**src/rtl/geofence_pkg.sv**
```systemverilog
// Shared types and sizing for the geofence datapath.
// Point format, counter widths and the ordering-stage FSM encoding.
package geofence_pkg;
    localparam int COORD_W = 10;
    localparam int NUM_AP  = 6;
    localparam int NUM_PT  = NUM_AP + 1;
    localparam int CROSS_W = 2 * COORD_W + 3;
    localparam int IDX_W   = $clog2(NUM_PT + 1);

    typedef struct packed {
        logic [COORD_W-1:0] x;
        logic [COORD_W-1:0] y;
    } point_t;

    typedef enum logic [1:0] {
        IDLE,
        LOAD,
        SORT,
        EMIT
    } state_t;
endpackage

```
**src/rtl/geofence_cross.sv**
```systemverilog
// Sign of the cross product (a - pivot) x (b - pivot).
// Purely combinational so the inside-test stage can reuse it.
module geofence_cross
    import geofence_pkg::*;
(
    input  point_t pivot,
    input  point_t a,
    input  point_t b,
    output logic   neg,
    output logic   zero
);
    logic signed [COORD_W:0]    ax, ay, bx, by;
    logic signed [CROSS_W-1:0]  cr;

    assign ax = $signed({1'b0, a.x}) - $signed({1'b0, pivot.x});
    assign ay = $signed({1'b0, a.y}) - $signed({1'b0, pivot.y});
    assign bx = $signed({1'b0, b.x}) - $signed({1'b0, pivot.x});
    assign by = $signed({1'b0, b.y}) - $signed({1'b0, pivot.y});

    // Operands widened first so full-range deltas never overflow.
    assign cr = CROSS_W'(ax) * CROSS_W'(by) - CROSS_W'(ay) * CROSS_W'(bx);

    assign neg  = cr[CROSS_W-1];
    assign zero = (cr == '0);
endmodule

```
**src/rtl/geofence_ap_sort.sv**
```systemverilog
// Captures object + antennas, bubble-sorts antennas CCW around A0, streams them out.
// Define GEOFENCE_CROSS_PIPE_EN to register the cross sign (2-cycle compare).
module geofence_ap_sort
    import geofence_pkg::*;
(
    input  logic               clk,
    input  logic               reset,
    input  logic               in_valid,
    output logic               in_ready,
    input  logic [COORD_W-1:0] X,
    input  logic [COORD_W-1:0] Y,
    output logic               out_valid,
    input  logic               out_ready,
    output logic [COORD_W-1:0] out_x,
    output logic [COORD_W-1:0] out_y,
    output logic               out_last
);
    localparam logic [IDX_W-1:0] ONE       = IDX_W'(1);
    localparam logic [IDX_W-1:0] TWO       = IDX_W'(2);
    localparam logic [IDX_W-1:0] LAST_LD   = IDX_W'(NUM_AP);
    localparam logic [IDX_W-1:0] LAST_PASS = IDX_W'(NUM_AP - 3);
    localparam logic [IDX_W-1:0] J_TOP     = IDX_W'(NUM_AP - 2);

    state_t           state, state_nxt;
    point_t           pts [NUM_PT];
    logic [IDX_W-1:0] ld_cnt, pass, j, eidx;
    logic [IDX_W-1:0] a_idx, b_idx;
    point_t           a_pt, b_pt;
    logic             neg_c, zero_c;
    logic             fire_in, fire_out, load_done;
    logic             step, swap, pass_end, sort_last;

    // Slot 0 is the object, slot 1 the pivot A0, slot k+1 antenna Ak.
    assign a_idx = j + ONE;
    assign b_idx = j + TWO;
    assign a_pt  = pts[a_idx];
    assign b_pt  = pts[b_idx];

    geofence_cross u_cross (
        .pivot (pts[1]),
        .a     (a_pt),
        .b     (b_pt),
        .neg   (neg_c),
        .zero  (zero_c)
    );

`ifdef GEOFENCE_CROSS_PIPE_EN
    logic phase, neg_q, zero_q;
    assign step = (state == SORT) && phase;
    assign swap = neg_q && !zero_q;
`else
    assign step = (state == SORT);
    assign swap = neg_c && !zero_c;
`endif

    assign in_ready  = (state == IDLE) || (state == LOAD);
    assign fire_in   = in_valid && in_ready;
    assign fire_out  = out_valid && out_ready;
    assign load_done = fire_in && (ld_cnt == LAST_LD);
    assign pass_end  = (j == J_TOP - pass);
    assign sort_last = step && pass_end && (pass == LAST_PASS);

    always_ff @(posedge clk) begin
        if (reset) state <= IDLE;
        else       state <= state_nxt;
    end

    always_comb begin
        state_nxt = state;
        unique case (state)
            IDLE:    if (fire_in) state_nxt = LOAD;
            LOAD:    if (load_done) state_nxt = SORT;
            SORT:    if (sort_last) state_nxt = EMIT;
            EMIT:    if (fire_out && out_last) state_nxt = IDLE;
            default: state_nxt = IDLE;
        endcase
    end

    always_ff @(posedge clk) begin
        if (reset) begin
            ld_cnt    <= '0;
            pass      <= '0;
            j         <= '0;
            eidx      <= '0;
            out_valid <= 1'b0;
            out_last  <= 1'b0;
            out_x     <= '0;
            out_y     <= '0;
`ifdef GEOFENCE_CROSS_PIPE_EN
            phase     <= 1'b0;
`endif
        end else begin
            if (fire_in) begin
                pts[ld_cnt] <= '{x: X, y: Y};
                ld_cnt      <= load_done ? '0 : ld_cnt + ONE;
            end
            if (load_done) begin
                pass <= '0;
                j    <= ONE;
            end
`ifdef GEOFENCE_CROSS_PIPE_EN
            if (state == SORT) begin
                phase  <= !phase;
                neg_q  <= neg_c;
                zero_q <= zero_c;
            end
`endif
            if (step) begin
                if (swap) begin
                    pts[a_idx] <= b_pt;
                    pts[b_idx] <= a_pt;
                end
                if (pass_end) begin
                    pass <= pass + ONE;
                    j    <= ONE;
                end else begin
                    j <= j + ONE;
                end
            end
            // First EMIT cycle only primes the output register.
            if (state == EMIT) begin
                if (!out_valid) begin
                    out_valid <= 1'b1;
                    out_x     <= pts[0].x;
                    out_y     <= pts[0].y;
                    out_last  <= 1'b0;
                    eidx      <= ONE;
                end else if (out_ready) begin
                    if (out_last) begin
                        out_valid <= 1'b0;
                        out_last  <= 1'b0;
                        eidx      <= '0;
                    end else begin
                        out_x    <= pts[eidx].x;
                        out_y    <= pts[eidx].y;
                        out_last <= (eidx == LAST_LD);
                        eidx     <= eidx + ONE;
                    end
                end
            end
        end
    end
endmodule

```
**config.mk**
```make
export PLATFORM = sky130hd
export DESIGN_NAME = geofence_ap_sort
export DESIGN_NICKNAME = d
export VERILOG_FILES = /design/src/rtl/geofence_pkg.sv /design/src/rtl/geofence_cross.sv /design/src/rtl/geofence_ap_sort.sv
export SDC_FILE = /design/constraint.sdc
export NUM_CORES = 1
export LEC_CHECK = 0
export BUFFER_PORTS_ARGS = -buffer_cell sky130_fd_sc_hd__buf_2
export CORE_UTILIZATION = 45
export CTS_BUF_LIST = sky130_fd_sc_hd__clkbuf_8 sky130_fd_sc_hd__clkbuf_16
export DETAILED_ROUTE_END_ITERATION = 10
export PLACE_DENSITY = 0.62
export SLEW_MARGIN = 20
export SYNTH_ARGS = -nofsm -noshare
export SYNTH_HDL_FRONTEND = slang
export SYNTH_HIERARCHICAL = 1
export SYNTH_SLANG_ARGS = --single-unit
```
**constraint.sdc**
```tcl
create_clock -name clk -period 15.4 [get_ports clk]
set_input_delay 3.08 -clock clk [delete_from_list [all_inputs] [get_ports clk]]
set_output_delay 3.08 -clock clk [all_outputs]
set_load 0.005 [all_outputs]
```
-- Yosys cells after proc, flatten, opt, wreduce, memory -nomap -nowiden
Memory sizes are Yosys's and may differ from the RTL's. A register that Yosys moved wholly into a read port is not among the register bits.
Cells that the tools add are included.
- register bits after elaboration: 36
- bits in latches: 0
- bits in writable memories: 140
- bits in read-only memories: 0
- bits of input ports: 24
- output and inout port bits: 23
- word-level logic and storage cells: 91
- memories: 1
- memory list (memory ; depth ; bits a word ; rd ports ; clocked after Yosys merged registers in ; wr ports ; line ; RTL):
    pts ; 7 ; 20 ; 5 ; 1 ; 2 ; geofence_ap_sort.sv:25 ; point_t pts [NUM_PT];
- add/subtract/negate cells: 11
- multiply operators: 2
- div/mod/pow operators: 0
- magnitude comparators: 0
- equal/unequal tests: 13
- shifts and indexed selects: 0
- multiplexer cells: 39
- bitwise logic cells: 0
- reduce and logical (&&, ||, !) cells: 16
- operators with widths (operator ; count):
    10-bit two-way mux ; 6
    11-bit by 11-bit multiplier with 22-bit output ; 2
    10-bit by 10-bit subtractor with 11-bit output ; 4
    3-bit two-way mux ; 13
    23-bit zero test ; 1
    23-bit subtractor ; 1
    20-bit two-way mux ; 1
    20-bit OR reduction ; 1
    1-bit two-way mux ; 14
    3-bit by 1-bit adder with 3-bit output (second input constant) ; 4
    2-bit two-way mux ; 4
    2-bit != test (second input constant) ; 4
    2-bit case mux with 4 select lines ; 1
    1-bit logical AND ; 7
    3-bit equality test (second input constant) ; 2
    2-bit equality test (second input constant) ; 2
    2-bit by 1-bit != test with 1-bit output (second input constant) ; 2
    4-bit AND reduction ; 1
    3-bit by 2-bit adder with 3-bit output (second input constant) ; 1
    3-bit by 2-bit equality test with 1-bit output (second input constant) ; 1
    3-bit equality test ; 1
    3-bit AND reduction ; 1
    3-bit subtractor (first input constant) ; 1
    2-bit by 1-bit equality test with 1-bit output (second input constant) ; 1
    other kinds (5) ; 5

-- Longest topological paths before layout
An unclocked memory read counts as a cell.
- word-level depth: 14
- gate-level depth with buffers: 48
- mapped depth without buffers: 45

-- By module
The synthesis kept the hierarchy.
- modules (own cells, without submodules) (module ; times used ; cells each ; area each (um2) ; seq. area each (um2)):
    geofence_ap_sort ; 1 ; 1151 ; 12680.9 ; 5585.4
    geofence_cross ; 1 ; 1327 ; 11621.1 ; 0.0

-- Worst setup path after synthesis
Ideal clock, no wire load.
- path kind: register to register
- start point: register j[1]
- end point: memory pts[4][0] (netlist bit) (enable)
- setup time: 0.425 ns
- arrival: 11.939 ns
- setup slack: 3.036 ns
- stages on the path, launching flop included: 46
- path buffers: 6
- cells stage by stage: dfxtp_1 ha_1 clkbuf_2 buf_2 mux4_2 mux2_4 inv_1 ha_1 inv_1 fa_1 a21o_1 a21oi_1 o21ai_0 a21oi_1 o21ai_0 xor2_1 clkbuf_1 nand2_1 [10 not listed] inv_1 fa_1 ha_1 buf_2 nand3_2 or4_4 nand2_1 nor3_1 mux2_2 nand2_8 or4_1 nor4_2 and4bb_2 buf_2 buf_4 nor4_1 a21oi_1 o21ai_0
- RTL lines (what ; line ; RTL):
    from (decl) ; geofence_ap_sort.sv:26 ; logic [IDX_W-1:0] ld_cnt, pass, j, eidx;
    from (signal assigned) ; geofence_ap_sort.sv:117 ; j <= j + ONE;
    to (decl) ; geofence_ap_sort.sv:25 ;

==> flow_metrics.tcl <==
set metrics [dict create \
    fin_util_pct 48.7 \
    drc 0 \
    yosysSeqAreaShare_pct 23.0 \
    synthCells 2478 \
    clk_pin_slew_ns 0.07 \
    slew_headroom_pct 21.6 \
    fin_skew_ns 0.0164 \
    crit_path_frequent_cell "fa_1" \
    crit_arrival_ns 13.84 \
    hp-start "out_x[4]" \
    drive_above_1_share_pct 11.0 \
    grt.total_usage_pct 27.2 \
    initial_core_util_pct 45.9 \
    whs_ns 0.502 \
    routed_wl_um 72200 \
    ys_top_cells_by_area "fa_1 (23%), edfxtp_1 (20%), ha_1 (7.2%)" \
    rrSetupSlack_ns 1.68 \
    vias 18798 \
    die_w_um 234 \
    r2r-end "pts[5][9]" \
    io_buffers 46 \
    nFillCells 4941 \
    period_minus_slack_ns 13.72 \
    synth_ff_type "edfxtp_1" \
    clock-sinks 199 \
    worstMarginPinSlew_ns 1.17 \
    ctsRootBufferMaster "clkbuf_16" \
    timing.final.max_slew_violations 0 \
    synth_seq_cells 199 \
    synthArstFlopShare_pct 0 \
    first_global_vias 19233 \
    slowest_stage "dfxtp_4" \
    yosysTopAreaCell "fa_1" \
    r2r_cells 40 \
    grt.overflow.total 0 \
    setup_viol 0 \
    n_antenna_cell 0 \
    holdPathStages 2 \
    hold_viol 0 \
    grt_antenna_before_repair 1 \
    ctsHoldBuffers 0 \
    cap_violations 0 \
    end_kind "flop" \
    antenna_left 0 \
    synth-edff-count 160 \
    worstHoldPathType "reg -> reg" \
    max_freq_mhz 72.9 \
    cts_buffer_depth 2 \
    htreeDepth 4 \
    cts_setup_buffers 0 \
    drtPass1Iterations 6 \
    startpoint_type "flop" \
    multi_input_area_mm2 0.0168 \
    finalCritPeriodShare_pct 89.1 \
    yosys_warnings 6 \
    yosysUniqueCellTypes 81 \
    grt_pass1_wl_um 113000 \
    rsz0062_at_grt "false" \
    cp.required_ns 15.52 \
    fin_nets 2905 \
    dpl.hpwl_um 54700 \
    cts-resized-gates 0 \
    area.growth.synth_to_final_pct 6.16 \
    crit-reg2reg-launch "j[0]" \
    fp.coreArea_mm2 0.0530 \
    numCtsBuffers 17 \
    crit_fanout 43 \
    drtIter0Drc 1923 \
    gp_congestion 0.951 \
    dieHeight_um 234 \
    whs_endpoint "out_x[4]" \
    yosysTopAreaCellShare_pct 23.1 \
    cts_tree "done" \
    placementRows 84 \
    clock_latency_ns 0.47 \
    setup_tns_ns 0 \
    syn_area_mm2 0.0243 \
    fp.dieArea_mm2 0.0549 \
    wl_per_cell_um 22.8 \
    status "complete, no violations" \
    grt_start_max_net_pins 88 \
    critical_path_class "reg -> reg" \
    synth_nets 2921 \
    vias_per_cell 5.94 \
    syn-mean-instance-area_um2 9.81 \
    crit_path_max_incr_delay_ns 0.84 \
    regArea_mm2 0.00559 \
    io_pins 47 \
]
## critical path: cells and delay by family, from the launching register on
kind,cells,cell delay (ns)
buf+inv,8,1.40
mux,2,0.70
compound gates,11,3.00
simple gates,8,1.97
fa+ha+maj,11,5.34
flops,1,0.84
## routing by layer
metal,track usage [%],routed length [µm]
met1,35.5,30100
met2,46.7,35500
met3,2.38,4240
met4,10.4,2330
met5,0,0
## cell type report
class	instances	area share [%]
inverters	373	5.43
multi-input cells	1782	65.3
flip-flops and latches	199	21.7
repair buffers	89	2.19
clock buffers	18	1.70
clock inverters	14	0.403
well taps	688	3.34
## synth_stat cells, types with 13 or more instances
master	number
and2_1	42
o21ai_0	30
mux2i_1	126
nor2b_1	40
a21oi_1	222
mux4_2	60
clkbuf_1	85
inv_1	370
buf_2	17
nor2_1	307
a211oi_1	31
nor3_1	15
xnor2_1	43
o21ai_1	13
a31oi_1	20
a22oi_1	60
mux2_4	20
ha_1	139
fa_1	280
nand2_1	117
nand3_1	24
nand2b_1	25
dfxtp_1	39
edfxtp_1	160
xor2_1	18
a2bb2oi_1	20
a31oi_2	20
## registers in the layout, indices dropped and copies added, names as in the netlist, named ones only
signal	flops
ld_cnt	3
pts	160
eidx	3
j	3
out_valid	1
pass	3
out_last	1
out_y	10
state	2
out_x	10
## per-stage QoR
stage | instance area (µm²) | worst slack (ns) | std cells
finish | 25800 | 1.68 | 3163
global route | 25800 | 0.835 | 3163
CTS | 25800 | 1.78 | 3163
detailed placement | 25300 | 1.81 | 3131
global placement | 25200 | 2.09 | 3131
floorplan | 24300 | 3.04 | 2478
## worst max path at each step
stage,from,end,slack (ns),depth (start not counted)
finish,j[0],pts[5][9],1.68,40
global route,j[0],pts[5][9],0.84,40
CTS,j[0],pts[5][9],1.78,40
detailed placement,j[0],pts[5][4],1.81,40
global placement,j[0],pts[5][4],2.09,40
floorplan,j[1],pts[4][0],3.04,45
## logic make-up after synthesis
kind of cell / Yosys count / synth area share [%]
buffers and inverters: 497 / 8.19
AOI/OAI and AO/OA: 470 / 12.4
adders and majority gates: 419 / 30.2
xor gates and xnor gates: 63 / 2.36
and+or+nand+nor: 622 / 11.7
muxes: 208 / 12.1
DFF: 199 / 23.0
## cells in the final DEF, fill, tap and decap left out, drive strengths merged, types with 3 or more instances in the layout
cell type and count:
a2111oi 3, a211oi 32, a21boi 5, a21o 13, a21oi 223, a22oi 61, a2bb2oi 20, a31oi 40
and2 42, and3 12, buf 89, clkbuf 18, clkinv 5, dfxtp 39, edfxtp 160, fa 280
ha 139, inv 380, mux2 21, mux2i 127, mux4 60, nand2 118, nand2b 25, nand3 25
nor2 307, nor2b 41, nor3 15, nor4 7, o2111ai 4, o21a 3, o21ai 43, o21bai 5
o31ai 4, or2 11, or3 4, or4 6, xnor2 43, xor2 19
Power is left out: the tool's default activity adds up to more than one toggle a clock period on the data nets, which glitch-free logic cannot reach.
